<file path="src/rtl/axi4_write_monitor_if.sv">
// AXI4 write-path observation bundle: fire strobes plus the request, beat and
// response fields the monitor needs. The master modport drives, the slave listens.
interface axi4_write_monitor_if #(
    parameter int ADDR_BITS = 32,
    parameter int SIZE_BITS = 3,
    parameter int LEN_BITS  = 8,
    parameter int DATA_BITS = 64
);
    logic                   aw_fire;
    logic [ADDR_BITS-1:0]   aw_addr;
    logic [SIZE_BITS-1:0]   aw_size;
    logic [LEN_BITS-1:0]    aw_len;
    logic                   w_fire;
    logic [DATA_BITS/8-1:0] w_strb;
    logic                   w_last;
    logic                   b_fire;
    logic [1:0]             b_resp;

    modport master (
        output aw_fire, aw_addr, aw_size, aw_len,
        output w_fire, w_strb, w_last,
        output b_fire, b_resp
    );

    modport slave (
        input aw_fire, aw_addr, aw_size, aw_len,
        input w_fire, w_strb, w_last,
        input b_fire, b_resp
    );
endinterface

</file>
<file path="src/rtl/axi4_write_monitor.sv">
// Passive AXI4 write monitor: in-order AW/W matching, B accounting, burst records,
// totals and sticky error flags. Define AXI4_WRITE_MONITOR_STRB_EN to count bytes by strobe popcount.
module axi4_write_monitor #(
    parameter int ADDR_BITS = 32,
    parameter int SIZE_BITS = 3,
    parameter int LEN_BITS  = 8,
    parameter int DATA_BITS = 64,
    parameter int DEPTH     = 4
) (
    input  logic                      clock,
    input  logic                      reset,
    axi4_write_monitor_if.slave       bus,
    output logic                      busy,
    output logic [$clog2(DEPTH)+1:0]  outstanding,
    output logic                      done_valid,
    output logic [ADDR_BITS-1:0]      done_addr,
    output logic [LEN_BITS:0]         done_beats,
    output logic [23:0]               done_bytes,
    output logic [31:0]               total_bursts,
    output logic [31:0]               total_bytes,
    output logic [5:0]                err
);

    localparam int PTR_BITS = $clog2(DEPTH);
    localparam int CNT_BITS = PTR_BITS + 1;
    localparam int OUT_BITS = PTR_BITS + 2;
    localparam logic [SIZE_BITS-1:0] MAX_SIZE = SIZE_BITS'($clog2(DATA_BITS / 8));
    localparam logic [CNT_BITS-1:0]  FIFO_FULL = CNT_BITS'(DEPTH);
    localparam logic [OUT_BITS-1:0]  B_MAX = OUT_BITS'(2 * DEPTH);

    typedef enum logic {W_IDLE, W_DATA} w_state_t;

    w_state_t state, next_state;

    logic [ADDR_BITS-1:0] fifo_addr [DEPTH];
    logic [SIZE_BITS-1:0] fifo_size [DEPTH];
    logic [LEN_BITS-1:0]  fifo_len  [DEPTH];
    logic [PTR_BITS-1:0]  wr_ptr, rd_ptr;
    logic [CNT_BITS-1:0]  fifo_count;
    logic [OUT_BITS-1:0]  b_pending;
    logic [LEN_BITS:0]    beat_cnt;
    logic [23:0]          byte_acc;

    logic                 fifo_full, fifo_empty, head_valid;
    logic [ADDR_BITS-1:0] head_addr;
    logic [SIZE_BITS-1:0] head_size;
    logic [LEN_BITS-1:0]  head_len;
    logic                 beat_take, last_idx, burst_end, push_ok, b_dec;
    logic [23:0]          beat_bytes;
    logic [5:0]           err_set;

    // An empty FIFO with a same-cycle AW lets the beat use the incoming request directly.
    always_comb begin
        fifo_full  = (fifo_count == FIFO_FULL);
        fifo_empty = (fifo_count == '0);
        head_valid = !fifo_empty || bus.aw_fire;
        head_addr  = fifo_empty ? bus.aw_addr : fifo_addr[rd_ptr];
        head_size  = fifo_empty ? bus.aw_size : fifo_size[rd_ptr];
        head_len   = fifo_empty ? bus.aw_len  : fifo_len[rd_ptr];
        beat_take  = bus.w_fire && head_valid;
        last_idx   = (beat_cnt == {1'b0, head_len});
        burst_end  = beat_take && (bus.w_last || last_idx);
        push_ok    = bus.aw_fire && (!fifo_full || burst_end);
        b_dec      = bus.b_fire && (b_pending != '0);
    end

`ifdef AXI4_WRITE_MONITOR_STRB_EN
    always_comb begin
        beat_bytes = '0;
        for (int i = 0; i < DATA_BITS / 8; i++) begin
            beat_bytes = beat_bytes + 24'(bus.w_strb[i]);
        end
    end
`else
    logic unused_strb;
    assign unused_strb = ^bus.w_strb;

    always_comb begin
        beat_bytes = 24'(1) << head_size;
    end
`endif

    always_comb begin
        err_set    = '0;
        err_set[0] = (bus.aw_fire && fifo_full && !burst_end)
                   || (burst_end && !b_dec && (b_pending == B_MAX));
        err_set[1] = bus.aw_fire && (bus.aw_size > MAX_SIZE);
        err_set[2] = bus.w_fire && !head_valid;
        err_set[3] = beat_take && bus.w_last && !last_idx;
        err_set[4] = beat_take && !bus.w_last && last_idx;
        err_set[5] = bus.b_fire && ((b_pending == '0) || (bus.b_resp != 2'b00));
    end

    always_ff @(posedge clock) begin
        if (reset) begin
            state <= W_IDLE;
        end else begin
            state <= next_state;
        end
    end

    always_comb begin
        next_state = state;
        case (state)
            W_IDLE:  if (beat_take && !burst_end) next_state = W_DATA;
            W_DATA:  if (burst_end) next_state = W_IDLE;
            default: next_state = W_IDLE;
        endcase
    end

    // Storage has no reset; occupancy and pointers decide what is valid.
    always_ff @(posedge clock) begin
        if (push_ok) begin
            fifo_addr[wr_ptr] <= bus.aw_addr;
            fifo_size[wr_ptr] <= bus.aw_size;
            fifo_len[wr_ptr]  <= bus.aw_len;
        end
    end

    always_ff @(posedge clock) begin
        if (reset) begin
            wr_ptr       <= '0;
            rd_ptr       <= '0;
            fifo_count   <= '0;
            b_pending    <= '0;
            beat_cnt     <= '0;
            byte_acc     <= '0;
            done_valid   <= 1'b0;
            done_addr    <= '0;
            done_beats   <= '0;
            done_bytes   <= '0;
            total_bursts <= '0;
            total_bytes  <= '0;
            err          <= '0;
        end else begin
            if (push_ok) wr_ptr <= wr_ptr + 1'b1;
            if (burst_end) rd_ptr <= rd_ptr + 1'b1;
            if (push_ok && !burst_end) begin
                fifo_count <= fifo_count + 1'b1;
            end else if (burst_end && !push_ok) begin
                fifo_count <= fifo_count - 1'b1;
            end

            if (burst_end && !b_dec) begin
                if (b_pending != B_MAX) b_pending <= b_pending + 1'b1;
            end else if (b_dec && !burst_end) begin
                b_pending <= b_pending - 1'b1;
            end

            done_valid <= burst_end;
            if (burst_end) begin
                beat_cnt     <= '0;
                byte_acc     <= '0;
                done_addr    <= head_addr;
                done_beats   <= beat_cnt + 1'b1;
                done_bytes   <= byte_acc + beat_bytes;
                total_bursts <= total_bursts + 32'd1;
                total_bytes  <= total_bytes + 32'(byte_acc + beat_bytes);
            end else if (beat_take) begin
                beat_cnt <= beat_cnt + 1'b1;
                byte_acc <= byte_acc + beat_bytes;
            end

            err <= err | err_set;
        end
    end

    assign outstanding = OUT_BITS'(fifo_count) + b_pending;
    assign busy        = !fifo_empty || (state == W_DATA) || (b_pending != '0);

endmodule
</file>
<file path="src/flat_wrapper.sv">
// flat-port wrapper written by rule: the top's interface ports become plain ports
module axi4_write_monitor_flat 
#(
    parameter int ADDR_BITS = 32,
    parameter int SIZE_BITS = 3,
    parameter int LEN_BITS  = 8,
    parameter int DATA_BITS = 64,
    parameter int DEPTH     = 4
)
  (clock, reset, busy, outstanding, done_valid, done_addr, done_beats, done_bytes, total_bursts, total_bytes, err, bus_aw_fire, bus_aw_addr, bus_aw_size, bus_aw_len, bus_w_fire, bus_w_strb, bus_w_last, bus_b_fire, bus_b_resp);
  axi4_write_monitor_if #(.ADDR_BITS(ADDR_BITS), .SIZE_BITS(SIZE_BITS), .LEN_BITS(LEN_BITS), .DATA_BITS(DATA_BITS)) bus_i ();
  input  logic clock;
  input  logic reset;
  output logic busy;
  output logic [$clog2(DEPTH)+1:0] outstanding;
  output logic done_valid;
  output logic [ADDR_BITS-1:0] done_addr;
  output logic [LEN_BITS:0] done_beats;
  output logic [23:0] done_bytes;
  output logic [31:0] total_bursts;
  output logic [31:0] total_bytes;
  output logic [5:0] err;
  input wire logic [$bits(bus_i.aw_fire)-1:0] bus_aw_fire;
  input wire logic [$bits(bus_i.aw_addr)-1:0] bus_aw_addr;
  input wire logic [$bits(bus_i.aw_size)-1:0] bus_aw_size;
  input wire logic [$bits(bus_i.aw_len)-1:0] bus_aw_len;
  input wire logic [$bits(bus_i.w_fire)-1:0] bus_w_fire;
  input wire logic [$bits(bus_i.w_strb)-1:0] bus_w_strb;
  input wire logic [$bits(bus_i.w_last)-1:0] bus_w_last;
  input wire logic [$bits(bus_i.b_fire)-1:0] bus_b_fire;
  input wire logic [$bits(bus_i.b_resp)-1:0] bus_b_resp;
  assign bus_i.aw_fire = bus_aw_fire;
  assign bus_i.aw_addr = bus_aw_addr;
  assign bus_i.aw_size = bus_aw_size;
  assign bus_i.aw_len = bus_aw_len;
  assign bus_i.w_fire = bus_w_fire;
  assign bus_i.w_strb = bus_w_strb;
  assign bus_i.w_last = bus_w_last;
  assign bus_i.b_fire = bus_b_fire;
  assign bus_i.b_resp = bus_b_resp;
  axi4_write_monitor #(.ADDR_BITS(ADDR_BITS), .SIZE_BITS(SIZE_BITS), .LEN_BITS(LEN_BITS), .DATA_BITS(DATA_BITS), .DEPTH(DEPTH)) u_core (.clock(clock), .reset(reset), .bus(bus_i), .busy(busy), .outstanding(outstanding), .done_valid(done_valid), .done_addr(done_addr), .done_beats(done_beats), .done_bytes(done_bytes), .total_bursts(total_bursts), .total_bytes(total_bytes), .err(err));
endmodule
</file>
<file path="config.mk">
export PLATFORM = sky130hd
export DESIGN_NAME = axi4_write_monitor_flat
export DESIGN_NICKNAME = d
export VERILOG_FILES = /design/src/rtl/axi4_write_monitor_if.sv /design/src/rtl/axi4_write_monitor.sv /design/src/flat_wrapper.sv
export SDC_FILE = /design/constraint.sdc
export NUM_CORES = 1
export LEC_CHECK = 0
export BUFFER_PORTS_ARGS = -buffer_cell sky130_fd_sc_hd__buf_2
export CORE_MARGIN = 1
export CORE_UTILIZATION = 65
export CTS_BUF_LIST = sky130_fd_sc_hd__clkbuf_8
export DETAILED_ROUTE_END_ITERATION = 8
export MAX_ROUTING_LAYER = met4
export PLACE_DENSITY = 0.95
export SYNTH_ARGS = -nofsm -noshare
export SYNTH_HDL_FRONTEND = slang
export SYNTH_SLANG_ARGS = --single-unit
</file>
<file path="constraint.sdc">
create_clock -name clock -period 9.2 [get_ports clock]
set_clock_uncertainty 0.1 [all_clocks]
set_input_delay 1.38 -clock clock [delete_from_list [all_inputs] [get_ports clock]]
set_output_delay 1.38 -clock clock [all_outputs]
set_load 0.02 [all_outputs]
</file>
==> flow_metrics.py, run 1 <==
metrics = {
    "timing": {
        "finalWorstPathRequiredPeriod_ps": 6400,
        "max_slew_margin_pct": 20.7,
        "worst_hold_slack_ps": 354,
        "final_hold_viol_count": 0,
        "timing.fmax_ghz": 0.156,
        "setup_viol": 0,
        "rsz0062_at_grt": "false",
        "tightest_slew_ps": 1190,
        "layout_worst_path_cycle_share_pct": 69.6,
        "timing.setup.tns_ps": 0,
        "slew_violations": 0,
    },
    "setup_path": {
        "cp.required_ps": 9560,
        "crit_chain": "or3_2 > mux2i_1 > nand2_1 > nor2_1 > ha_1 > fa_1 > a21o_1 > a211oi_1 > o21ai_0 > and2_1 > nand3_1 > xnor2_1 > ha_1 > a21o_1 > nand2b_1 > o31ai_1 > o21ai_0 > a21oi_1 > nor3_1 > mux2_2",
        "startpoint_kind_of_the_worst_setup_timing_path": "register",
        "worst_r2r_endpoint": "u_core.total_bytes[31]$_SDFFE_PP0P_",
        "critical_path_endpoint_category": "register",
        "worstRegToRegCells": 20,
        "critical_path.slowest_cell": "sky130_fd_sc_hd__or3_2",
        "worstPathMaxFanout": 41,
        "timing.rr.start": "u_core.fifo_count[2]$_SDFFE_PP0P_",
        "critical-path-max-stage-delay_ps": 930,
        "arrival_ps": 6760,
        "timing.setup.critical_path_class": "register to register",
        "worst-r2r-setup-slack_ps": 2800,
    },
    "logic_synthesis": {
        "asyncSetResetFlopFracSynth_pct": 0,
        "post-synth-top-area-fraction_pct": 32.4,
        "top_cell_types_by_occurrence_after_synthesis": "sky130_fd_sc_hd__nand2_1 (207), sky130_fd_sc_hd__nor2_1 (191), sky130_fd_sc_hd__dfxtp_1 (183)",
        "synth_flop_cell": "sky130_fd_sc_hd__dfxtp_1",
        "ys.warnings.count": 0,
        "yosys-top-cells-area": "sky130_fd_sc_hd__edfxtp_1 (32%), sky130_fd_sc_hd__dfxtp_1 (23%), sky130_fd_sc_hd__mux4_2 (6.1%)",
        "number_of_flops_mapped_to_enable_cells_by_yosys": 172,
        "synth-simple-area-share_pct": 15.7,
        "synth_top_family_by_area": "simple AND/OR/NAND/NOR gates",
        "synth.yosys.seq_area_share_pct": 55.3,
        "synthCells": 1453,
        "register_bit_total_from_synthesis": 355,
        "synth_top_cell_by_area": "sky130_fd_sc_hd__edfxtp_1",
        "mappedNetlistArea_sq_um": 16000,
        "synthDistinctLibCells": 54,
        "synthXorXnorAreaFrac_pct": 7.02,
        "synth.mux.area_fraction_pct": 6.78,
        "synth_compound_area_share_pct": 8.09,
        "synth_most_common_cell": "sky130_fd_sc_hd__nand2_1",
        "synth_nets": 1563,
        "post_synth_fa_ha_maj_area_fraction_pct": 4.23,
        "avgSynthCellArea_sq_um": 11.0,
    },
    "route": {
        "detailed_routing_iterations_pass_1": 5,
        "detail_route.wl_per_cell_um": 18.4,
        "route.final.wire_length_um": 36700,
        "routed_via_density": 5.96,
        "detailedRoute.firstIterationViolations": 917,
        "vias": 11900,
        "drc_errors": 0,
        "ant_nets": 0,
    },
    "grt": {
        "gr-usage-all-layers_pct": 29.8,
        "largest_net_degree_at_the_start_of_global_routing": 102,
        "grt_first_pass_wirelength_um": 59000,
        "grt_antenna_before_repair": 7,
        "global_route.overflow_total": 0,
        "via_count_of_the_first_global_routing_pass": 11800,
    },
    "hold_path": {
        "hold_path_end": "u_core.done_bytes[8]$_SDFFE_PP0P_",
        "worstHoldPathCells": 2,
        "hp-start": "u_core.done_bytes[8]$_SDFFE_PP0P_",
        "timing.hold.worst.class": "register to register",
    },
    "power_and_ir_drop": {
        "power_leakage_nw": 7.14,
        "fin_total_pwr_mw": 4.68,
        "irDropWorstVdd_v": 0.000214,
        "pwr_density_cell_nw_per_um2": 258,
    },
    "place": {
        "gp_routability_congestion": 0.899,
        "hpwlAfterDp_um": 23300,
        "port_buffers": 191,
    },
    "clock_network": {
        "cts_made_buffers": 54,
        "cts_sinks": 355,
        "cts.htree.levels": 2,
        "cts.root.buffer_cell": "sky130_fd_sc_hd__clkbuf_8",
        "cts_tree": "yes",
        "clk-insertion-delay-late_ps": 600,
        "post_cts.resized_instances": 0,
        "post-cts-setup-buffers": 0,
        "cts-hold-fix-buffers": 0,
        "clk_pin_slew_worst_paths_ps": 60,
        "clockBufferDepth": 3,
    },
    "finish": {
        "area_growth_pct": 13.7,
        "design.final.nets": 1734,
        "share_of_post_route_cells_with_drive_strength_above_1_pct": 20.6,
        "fillerInstances": 1493,
    },
    "floorplan": {
        "pin_count": 200,
        "floorplan.rows": 56,
        "die_w_um": 159,
        "fp.coreArea_sq_um": 23800,
        "die_h_um": 159,
        "die_area_sq_um": 25200,
        "initial_standard_cell_utilization_of_the_core_pct": 67.2,
    },
    "flow_run": {
        "cap_viol_max_count": 0,
    },
    "run_status": {
        "outcome": "completed",
    },
}
## report_power, final
part	leakage [nW]	switching (mW)	internal, mW
Clock	0.647	0.601	0.689
Sequential	3.07	0.146	1.87
Combinational	3.42	0.891	0.483
Total	7.14	1.64	3.04
## logic make-up (layout without fill, tap and decap cells)
logic type | after synthesis | count (layout)
AND/OR/NAND/NOR | 563 | 563
flip-flops | 355 | 355
AO/OA/AOI/OAI | 197 | 197
XOR/XNOR | 128 | 128
buffers and inverters | 105 | 319
multiplexers | 54 | 54
adder cells (fa/ha/maj) | 51 | 51
other | 0 | 7
## worst max-delay path by stage
stage                                                  from                                   to  slack (ps)  cells after the start
after global placement                       bus_aw_size[2]  u_core.total_bytes[26]$_SDFFE_PP0P_        2870                     21
after global routing                               register  u_core.total_bytes[31]$_SDFFE_PP0P_        2260                     20
after detailed placement                     bus_aw_size[2]  u_core.total_bytes[31]$_SDFFE_PP0P_        2780                     20
final                     u_core.fifo_count[2]$_SDFFE_PP0P_  u_core.total_bytes[31]$_SDFFE_PP0P_        2800                     20
after floorplan                              bus_aw_size[0]  u_core.total_bytes[26]$_SDFFE_PP0P_        3560                     20
after CTS                                          register  u_core.total_bytes[31]$_SDFFE_PP0P_        2800                     20
## area by class of cell
type	count	area (sq um)	area share [%]
flip-flops and latches	355	8830	48.7
multi-input cells	993	6700	36.9
repair buffers	198	1010	5.57
clock buffers	67	922	5.08
well taps	319	399	2.20
clock inverters	32	181	1.00
inverters	22	85.1	0.469
diodes	7	17.5	0.0965
## flip-flops by register name, summed over array words and instances (netlist names), 4 cells and up, named ones only
register and cells:
u_core.done_addr 32, u_core.total_bytes 32, u_core.fifo_addr 128, u_core.fifo_size 12
u_core.fifo_len 32, u_core.total_bursts 32, u_core.b_pending 4, u_core.done_beats 9
u_core.byte_acc 24, u_core.err 6, u_core.beat_cnt 9, u_core.done_bytes 24
## placed cells by master (no fill, tap or decap), types with 43 or more instances in the layout
| cell type | n |
|---|---|
| sky130_fd_sc_hd__clkbuf_8 | 67 |
| sky130_fd_sc_hd__dfxtp_1 | 181 |
| sky130_fd_sc_hd__mux4_2 | 43 |
| sky130_fd_sc_hd__nor2_1 | 191 |
| sky130_fd_sc_hd__nand2_1 | 207 |
| sky130_fd_sc_hd__edfxtp_1 | 172 |
| sky130_fd_sc_hd__ha_1 | 46 |
| sky130_fd_sc_hd__nor3_1 | 43 |
| sky130_fd_sc_hd__buf_2 | 190 |
| sky130_fd_sc_hd__a21oi_1 | 78 |
| sky130_fd_sc_hd__xnor2_1 | 90 |
## worst max-delay path, delay by kind of cell, from the launching register on
family	cells	cell delay [ps]
mux	2	530
fa+ha+maj	3	960
flops	1	390
compound gates	7	2400
xor+xnor	1	160
simple gates	7	1700
## per-layer routing
layer / routed length [um] / vias to the layer above / track usage [%]
li1: - / 5544 / -
met5: 0 / - / -
met1: 14800 / 5758 / 35.4
met2: 18500 / 484 / 49.9
met3: 2610 / 84 / 6.17
met4: 878 / 0 / 11.2
## stage by stage
step | setup WS [ps] | std cells | util, % | cell area [sq um]
floorplan | 3560 | 1453 | - | 16000
global placement | 2870 | 1887 | 71.7 | 17000
detailed placement | 2780 | 1887 | 71.7 | 17000
CTS | 2800 | 1986 | 76.3 | 18100
global route | 2260 | 1993 | 76.4 | 18100
finish | 2800 | 1993 | 76.4 | 18100
Note: power is estimated with default switching activity, not from simulation.
==> run 2: changes to the inputs <==
--- a/config.mk
+++ b/config.mk
@@ -7,11 +7,11 @@
 export LEC_CHECK = 0
 export BUFFER_PORTS_ARGS = -buffer_cell sky130_fd_sc_hd__buf_2
 export CORE_MARGIN = 1
-export CORE_UTILIZATION = 65
+export CORE_UTILIZATION = 54
 export CTS_BUF_LIST = sky130_fd_sc_hd__clkbuf_8
 export DETAILED_ROUTE_END_ITERATION = 8
 export MAX_ROUTING_LAYER = met4
-export PLACE_DENSITY = 0.95
+export PLACE_DENSITY = 0.9
 export SYNTH_ARGS = -nofsm -noshare
 export SYNTH_HDL_FRONTEND = slang
 export SYNTH_SLANG_ARGS = --single-unit
==> constraint.sdc (replaced) <==
create_clock -name clock -period 5.7 [get_ports clock]
set_clock_uncertainty 0.1 [all_clocks]
set_input_delay 0.855 -clock clock [delete_from_list [all_inputs] [get_ports clock]]
set_output_delay 0.855 -clock clock [all_outputs]
set_load 0.02 [all_outputs]
==> run 2 against run 1 <==
Flip-flop and latch count stayed put. Non-clock buffer count rose by 27. Combinational power is 73% higher. Total power is 68% higher. Sequential power is 58% higher. Register-to-register slack lost 2600 ps. Die area up 20%. Final cell count up 4.9%. Via count fell by 0.52%. Critical endpoint is now u_core.total_bytes[26]$_SDFFE_PP0P_. Largest power group unchanged.
==> flow_metrics.py, run 2 (synthesis results as in run 1) <==
metrics = {
    "floorplan": {
        "floorplan.rows": 62,
        "die_w_um": 174,
        "pin_count": 200,
        "die_area_sq_um": 30200,
        "fp.coreArea_sq_um": 28900,
        "die_h_um": 174,
        "initial_standard_cell_utilization_of_the_core_pct": 55.3,
    },
    "flow_run": {
        "cap_viol_max_count": 0,
    },
    "route": {
        "ant_nets": 0,
        "detailed_routing_iterations_pass_1": 5,
        "detailedRoute.firstIterationViolations": 805,
        "detail_route.wl_per_cell_um": 17.8,
        "route.final.wire_length_um": 37200,
        "drc_errors": 0,
        "vias": 11800,
        "routed_via_density": 5.65,
    },
    "finish": {
        "share_of_post_route_cells_with_drive_strength_above_1_pct": 22.9,
        "mostFrequentLayoutCells": "sky130_fd_sc_hd__nand2_1 (207), sky130_fd_sc_hd__nor2_1 (191), sky130_fd_sc_hd__buf_2 (190)",
        "area_growth_pct": 16.6,
        "design.final.nets": 1764,
        "largest_register": "u_core.fifo_addr",
        "largest_reg_flops": 128,
        "fillerInstances": 2147,
        "leading_cell_type_in_the_layout_fill_and_taps_excluded": "sky130_fd_sc_hd__nand2_1",
    },
    "clock_network": {
        "post-cts-setup-buffers": 0,
        "clk_pin_slew_worst_paths_ps": 60,
        "post_cts.resized_instances": 1,
        "cts_sinks": 355,
        "cts_tree": "yes",
        "cts.root.buffer_cell": "sky130_fd_sc_hd__clkbuf_8",
        "clk-insertion-delay-late_ps": 610,
        "cts_made_buffers": 57,
        "clockBufferDepth": 3,
        "cts-hold-fix-buffers": 0,
        "cts.htree.levels": 2,
    },
    "grt": {
        "largest_net_degree_at_the_start_of_global_routing": 79,
        "grt_first_pass_wirelength_um": 58500,
        "gr-usage-all-layers_pct": 25.0,
        "via_count_of_the_first_global_routing_pass": 11400,
        "global_route.overflow_total": 0,
        "grt_antenna_before_repair": 6,
    },
    "setup_path": {
        "critical_path_endpoint_category": "register",
        "startpoint_kind_of_the_worst_setup_timing_path": "register",
        "timing.setup.critical_path_class": "register to register",
        "arrival_ps": 5860,
        "worstPathMaxFanout": 4,
        "cp.required_ps": 6080,
    },
    "timing": {
        "final.setup.worst_slack_ps": 223,
        "final_hold_viol_count": 0,
        "slew_violations": 0,
        "setup_viol": 0,
        "layout_worst_path_cycle_share_pct": 96.1,
        "timing.fmax_ghz": 0.183,
        "rsz0062_at_grt": "false",
        "finalWorstPathRequiredPeriod_ps": 5480,
        "max_slew_margin_pct": 31.1,
        "tightest_slew_ps": 1030,
    },
    "hold_path": {
        "timing.hold.worst.class": "register to register",
    },
    "power_and_ir_drop": {
        "irDropWorstVdd_v": 0.000303,
        "fin_total_pwr_mw": 7.87,
        "pwr_density_cell_nw_per_um2": 423,
        "power_leakage_nw": 7.36,
    },
    "place": {
        "post-place-ws_ps": -82.1,
        "port_buffers": 191,
        "hpwlAfterDp_um": 25200,
        "gp_routability_congestion": 0.928,
    },
    "run_status": {
        "outcome": "completed",
    },
}
-- run 2: changes by cell type in the layout (fill, tap and decap cells not counted), moves of 2 or more --
cell                        before  now
sky130_fd_sc_hd__bufinv_16       1    4
sky130_fd_sc_hd__clkbuf_8       67   70
sky130_fd_sc_hd__buf_4           8   35
sky130_fd_sc_hd__o21ai_1         0    2
sky130_fd_sc_hd__clkinv_1        3    0
sky130_fd_sc_hd__o21ai_0        20   18
sky130_fd_sc_hd__clkinv_2        4    9
-- run 2: layer usage --
layer / up-vias / track usage, % / routed length, um
met5: - / - / 0
met4: 0 / 8.15 / 875
met3: 72 / 5.86 / 2700
met2: 437 / 41.6 / 18300
met1: 5685 / 29.8 / 15300
li1: 5614 / - / -
-- run 2: where the power goes --
part | switching (mW) | leakage, nW | internal (mW) | total, mW
registers | 0.166 | 3.07 | 3.01 | 3.17
logic | 1.53 | 3.58 | 0.842 | 2.37
clock network | 1.02 | 0.722 | 1.31 | 2.33
-- run 2: area by class of cell --
cell class | count | area [sq um] | area share, %
Clock inverter | 36 | 284 | 1.53
Sequential cell | 355 | 8830 | 47.5
Multi-Input combinational cell | 993 | 6740 | 36.2
Clock buffer | 70 | 963 | 5.18
Tap cell | 384 | 480 | 2.58
Timing Repair Buffer | 225 | 1210 | 6.52
Inverter | 22 | 85.1 | 0.457
Antenna cell | 6 | 15.0 | 0.0807
-- run 2: worst max-delay path: stages, from the launching register on --
cell                       delay, ps
sky130_fd_sc_hd__dfxtp_1         310
sky130_fd_sc_hd__or3_2           570
sky130_fd_sc_hd__mux2i_1         180
sky130_fd_sc_hd__nand2_1          90
sky130_fd_sc_hd__nor2_1           50
sky130_fd_sc_hd__ha_1            200
sky130_fd_sc_hd__fa_1            410
sky130_fd_sc_hd__a21o_1          200
sky130_fd_sc_hd__a211oi_2        270
sky130_fd_sc_hd__o21ai_1         150
sky130_fd_sc_hd__and2_4          180
sky130_fd_sc_hd__nand3_1         120
sky130_fd_sc_hd__xnor2_2         140
sky130_fd_sc_hd__ha_1            280
sky130_fd_sc_hd__a21o_1          210
sky130_fd_sc_hd__a31o_2          210
sky130_fd_sc_hd__a221o_1         390
sky130_fd_sc_hd__a311o_1         420
sky130_fd_sc_hd__a31oi_2         250
sky130_fd_sc_hd__o21ai_1         150
sky130_fd_sc_hd__nand3_1         130
sky130_fd_sc_hd__mux2_2          340
-- run 2: through the flow --
stage	util, %	TNS (ps)	std cells	hold WS [ps]	area [sq um]
2_1_floorplan	-	0	1453	334	16000
3_3_place_gp	60.0	0	1979	344	17300
3_5_place_dp	60.0	-151	1979	348	17300
4_1_cts	64.3	0	2085	332	18600
5_1_grt	64.5	0	2091	341	18600
6_report	64.5	0	2091	355	18600
-- run 2: worst paths after layout --
check                           depth (start not counted)  slack (ps)                         startpoint                                   to
worst max-delay path                                   21         220  u_core.fifo_count[2]$_SDFFE_PP0P_  u_core.total_bytes[26]$_SDFFE_PP0P_
worst min-delay path                                    2         350  u_core.done_bytes[4]$_SDFFE_PP0P_    u_core.done_bytes[4]$_SDFFE_PP0P_
worst max register to register                         21         220  u_core.fifo_count[2]$_SDFFE_PP0P_  u_core.total_bytes[26]$_SDFFE_PP0P_
worst min register to register                          2         350  u_core.done_bytes[4]$_SDFFE_PP0P_    u_core.done_bytes[4]$_SDFFE_PP0P_
==> run 3: changes to the inputs <==
--- a/config.mk
+++ b/config.mk
@@ -5,13 +5,14 @@
 export SDC_FILE = /design/constraint.sdc
 export NUM_CORES = 1
 export LEC_CHECK = 0
+export ABC_AREA = 1
 export BUFFER_PORTS_ARGS = -buffer_cell sky130_fd_sc_hd__buf_2
 export CORE_MARGIN = 1
-export CORE_UTILIZATION = 54
+export CORE_UTILIZATION = 55
 export CTS_BUF_LIST = sky130_fd_sc_hd__clkbuf_8
 export DETAILED_ROUTE_END_ITERATION = 8
 export MAX_ROUTING_LAYER = met4
-export PLACE_DENSITY = 0.9
+export PLACE_DENSITY = 0.91
 export SYNTH_ARGS = -nofsm -noshare
 export SYNTH_HDL_FRONTEND = slang
 export SYNTH_SLANG_ARGS = --single-unit
==> run 3 against run 2 <==
Non-clock buffer count fell by 2. Synthesized area is 2.2% higher. Via count increased by 18%. Largest power group unchanged.
==> flow_metrics.py, run 3 <==
metrics = {
    "logic_synthesis": {
        "synthDistinctLibCells": 46,
        "synth.mux.area_fraction_pct": 0,
        "synthCells": 1839,
        "synth_compound_area_share_pct": 13.5,
        "synth.yosys.seq_area_share_pct": 54.1,
        "avgSynthCellArea_sq_um": 8.87,
        "post-synth-top-area-fraction_pct": 31.7,
        "ys.warnings.count": 0,
        "synth_most_common_cell": "sky130_fd_sc_hd__nand2_1",
        "synth_top_family_by_area": "simple AND/OR/NAND/NOR gates",
        "synth-simple-area-share_pct": 18.9,
        "synthXorXnorAreaFrac_pct": 3.71,
        "synth_nets": 1949,
        "top_cell_types_by_occurrence_after_synthesis": "sky130_fd_sc_hd__nand2_1 (311), sky130_fd_sc_hd__nor2_1 (281), sky130_fd_sc_hd__dfxtp_1 (183)",
        "synth_top_cell_by_area": "sky130_fd_sc_hd__edfxtp_1",
        "synth_flop_cell": "sky130_fd_sc_hd__dfxtp_1",
        "post_synth_fa_ha_maj_area_fraction_pct": 4.14,
        "asyncSetResetFlopFracSynth_pct": 0,
        "register_bit_total_from_synthesis": 355,
        "mappedNetlistArea_sq_um": 16300,
        "yosys-top-cells-area": "sky130_fd_sc_hd__edfxtp_1 (32%), sky130_fd_sc_hd__dfxtp_1 (22%), sky130_fd_sc_hd__nand2_1 (7.2%)",
        "number_of_flops_mapped_to_enable_cells_by_yosys": 172,
    },
    "setup_path": {
        "critical_path.slowest_cell": "sky130_fd_sc_hd__dfxtp_2",
        "worst_r2r_endpoint": "u_core.total_bytes[27]$_SDFFE_PP0P_",
        "arrival_ps": 5670,
        "critical-path-top-cell-by-count": "sky130_fd_sc_hd__nand2_1",
        "worstPathMaxFanout": 22,
        "worstRegToRegCells": 30,
        "timing.setup.critical_path_class": "register to register",
        "critical-path-max-stage-delay_ps": 470,
        "startpoint_kind_of_the_worst_setup_timing_path": "register",
        "critical_path_endpoint_category": "register",
        "cp.required_ps": 6100,
        "worst-r2r-setup-slack_ps": 430,
    },
    "finish": {
        "multi_input_gate_area_in_the_final_layout_sq_um": 6650,
        "largest_reg_flops": 128,
        "leading_cell_type_in_the_layout_fill_and_taps_excluded": "sky130_fd_sc_hd__nand2_1",
        "seq_area_sq_um": 8830,
        "area_growth_pct": 16.3,
        "design_area_sq_um": 19000,
        "share_of_post_route_cells_with_drive_strength_above_1_pct": 16.2,
        "post-route-util_pct": 65.6,
        "mostFrequentLayoutCells": "sky130_fd_sc_hd__nand2_1 (311), sky130_fd_sc_hd__nor2_1 (276), sky130_fd_sc_hd__buf_2 (191)",
        "fillerInstances": 2222,
        "design.final.nets": 2153,
        "largest_register": "u_core.fifo_addr",
    },
    "clock_network": {
        "cts_sinks": 355,
        "clockBufferDepth": 3,
        "clk-insertion-delay-late_ps": 620,
        "cts_made_buffers": 57,
        "cts.htree.levels": 2,
        "clk_pin_slew_worst_paths_ps": 70,
        "cts.root.buffer_cell": "sky130_fd_sc_hd__clkbuf_8",
        "cts-hold-fix-buffers": 0,
        "cts_tree": "yes",
    },
    "route": {
        "detailedRoute.firstIterationViolations": 1354,
        "route.final.wire_length_um": 42400,
        "detail_route.wl_per_cell_um": 17.1,
        "detailed_routing_iterations_pass_1": 6,
        "drc_errors": 0,
        "ant_nets": 0,
        "routed_via_density": 5.63,
        "vias": 14000,
    },
    "power_and_ir_drop": {
        "power_leakage_nw": 7.85,
        "cellInternalPower_mw": 4.74,
        "p_comb_share_pct": 25.3,
        "p_sw_mw": 2.45,
        "irDropWorstVdd_v": 0.000393,
        "switching_share_pct": 34.1,
        "share_clk_of_total_power_pct": 31.7,
        "seqPwrFrac_pct": 43.0,
        "pwr_density_cell_nw_per_um2": 379,
    },
    "place": {
        "port_buffers": 191,
        "gp_routability_congestion": 0.947,
        "placed_cell_area_sq_um": 17600,
        "hpwlAfterDp_um": 27400,
    },
    "grt": {
        "largest_net_degree_at_the_start_of_global_routing": 73,
        "gr-usage-all-layers_pct": 27.9,
        "via_count_of_the_first_global_routing_pass": 13400,
        "global_route.overflow_total": 0,
        "grt_first_pass_wirelength_um": 66300,
        "grt_antenna_before_repair": 2,
    },
    "floorplan": {
        "floorplan.rows": 62,
        "pin_count": 200,
        "initial_standard_cell_utilization_of_the_core_pct": 56.4,
        "die_area_sq_um": 30300,
        "die_w_um": 174,
        "fp.coreArea_sq_um": 28900,
        "die_h_um": 174,
    },
    "timing": {
        "timing.setup.tns_ps": 0,
        "layout_worst_path_cycle_share_pct": 92.4,
        "tightest_slew_ps": 774,
        "worst_hold_slack_ps": 351,
        "setup_viol": 0,
        "rsz0062_at_grt": "false",
        "timing.fmax_ghz": 0.190,
        "finalWorstPathRequiredPeriod_ps": 5270,
        "final_hold_viol_count": 0,
        "slew_violations": 0,
        "max_slew_margin_pct": 48.4,
    },
    "run_status": {
        "outcome": "completed",
    },
    "hold_path": {
        "worstHoldPathCells": 1,
        "timing.hold.worst.class": "primary input to register",
        "hp-start": "bus_aw_addr[18]",
        "hold_path_end": "u_core.fifo_addr[1][18]$_DFFE_PP_",
    },
    "flow_run": {
        "cap_viol_max_count": 0,
    },
}
## run 3: cell count changes in the layout (fill, tap and decap cells not counted), sizes merged, moves of 33 or more
| cell | before | now |
|---|---|---|
| a311oi | 33 | 0 |
| inv | 45 | 173 |
| mux4 | 43 | 0 |
| nand2 | 207 | 315 |
| nand3 | 27 | 66 |
| nor2 | 191 | 284 |
| o21ai | 21 | 178 |
| o22ai | 0 | 36 |
| xnor2 | 90 | 19 |
## run 3: critical path, delay by kind of cell (launching register included)
kind | cells | cell delay (ps)
buffers and inverters | 4 | 480
XOR/XNOR | 1 | 200
AO/OA/AOI/OAI | 10 | 1700
AND/OR/NAND/NOR | 12 | 1250
flip-flops | 1 | 470
adder cells (fa/ha/maj) | 3 | 960
## run 3: metal layers
metal	up-vias	share of wire (%)	wire, um	track usage, %
met2	672	48	20300	45.5
met5	-	0	0	-
met3	114	8.4	3550	4.94
met4	0	3.5	1500	11.8
met1	6503	40	17100	34.2
li1	6661	-	-	-
## run 3: logic make-up after synthesis
logic type,count (synthesis)
and+or+nand+nor,745
AOI/OAI and AO/OA,391
DFF,355
buffers and inverters,228
xor gates and xnor gates,69
adders and majority gates,51
## run 3: area by class of cell
type                    instances  share of cell area (%)
diodes                          2                  0.0264
clock buffers                  71                    5.15
well taps                     384                    2.53
repair buffers                223                    6.46
flip-flops and latches        355                    46.6
multi-input cells            1256                    35.1
inverters                     150                    2.99
clock inverters                36                    1.22
## run 3: what timing repair did
| action | in CTS | in global routing |
|---|---|---|
| buffers inserted | 0 | 3 |
| gates resized for setup | 0 | 12 |
| hold endpoints to repair | 0 | 0 |
| setup endpoints to repair | 0 | 10 |
## run 3: worst max path at each step
stage	from	endpoint	slack [ps]	cells after the start
2_1_floorplan	u_core.fifo_count[0]$_SDFFE_PP0P_	u_core.total_bytes[25]$_SDFFE_PP0P_	1020	31
3_3_place_gp	bus_aw_size[1]	u_core.total_bytes[30]$_SDFFE_PP0P_	490	30
3_5_place_dp	register	u_core.total_bytes[30]$_SDFFE_PP0P_	200	32
4_1_cts	register	u_core.total_bytes[30]$_SDFFE_PP0P_	120	32
5_1_grt	register	u_core.total_bytes[30]$_SDFFE_PP0P_	0.1	32
6_report	register	u_core.total_bytes[27]$_SDFFE_PP0P_	430	30
## run 3: per-stage QoR
stage               cells  power (mW)  setup slack, ps
finish               2477        7.18              435
global route         2477        7.53            0.149
CTS                  2471        7.18              123
detailed placement   2364        4.91              200
global placement     2364        4.82              491
floorplan            1839        4.38             1020
## run 3: power groups by stage
| stage | sequential, mW | clock (mW) | combinational, mW |
|---|---|---|---|
| 2_1_floorplan | 3.20 | 0 | 1.18 |
| 3_3_place_gp | 3.12 | 0 | 1.70 |
| 4_1_cts | 3.08 | 2.30 | 1.79 |
| 6_report | 3.09 | 2.27 | 1.82 |
| 5_1_grt | 3.11 | 2.41 | 2.01 |
| 3_5_place_dp | 3.13 | 0 | 1.77 |
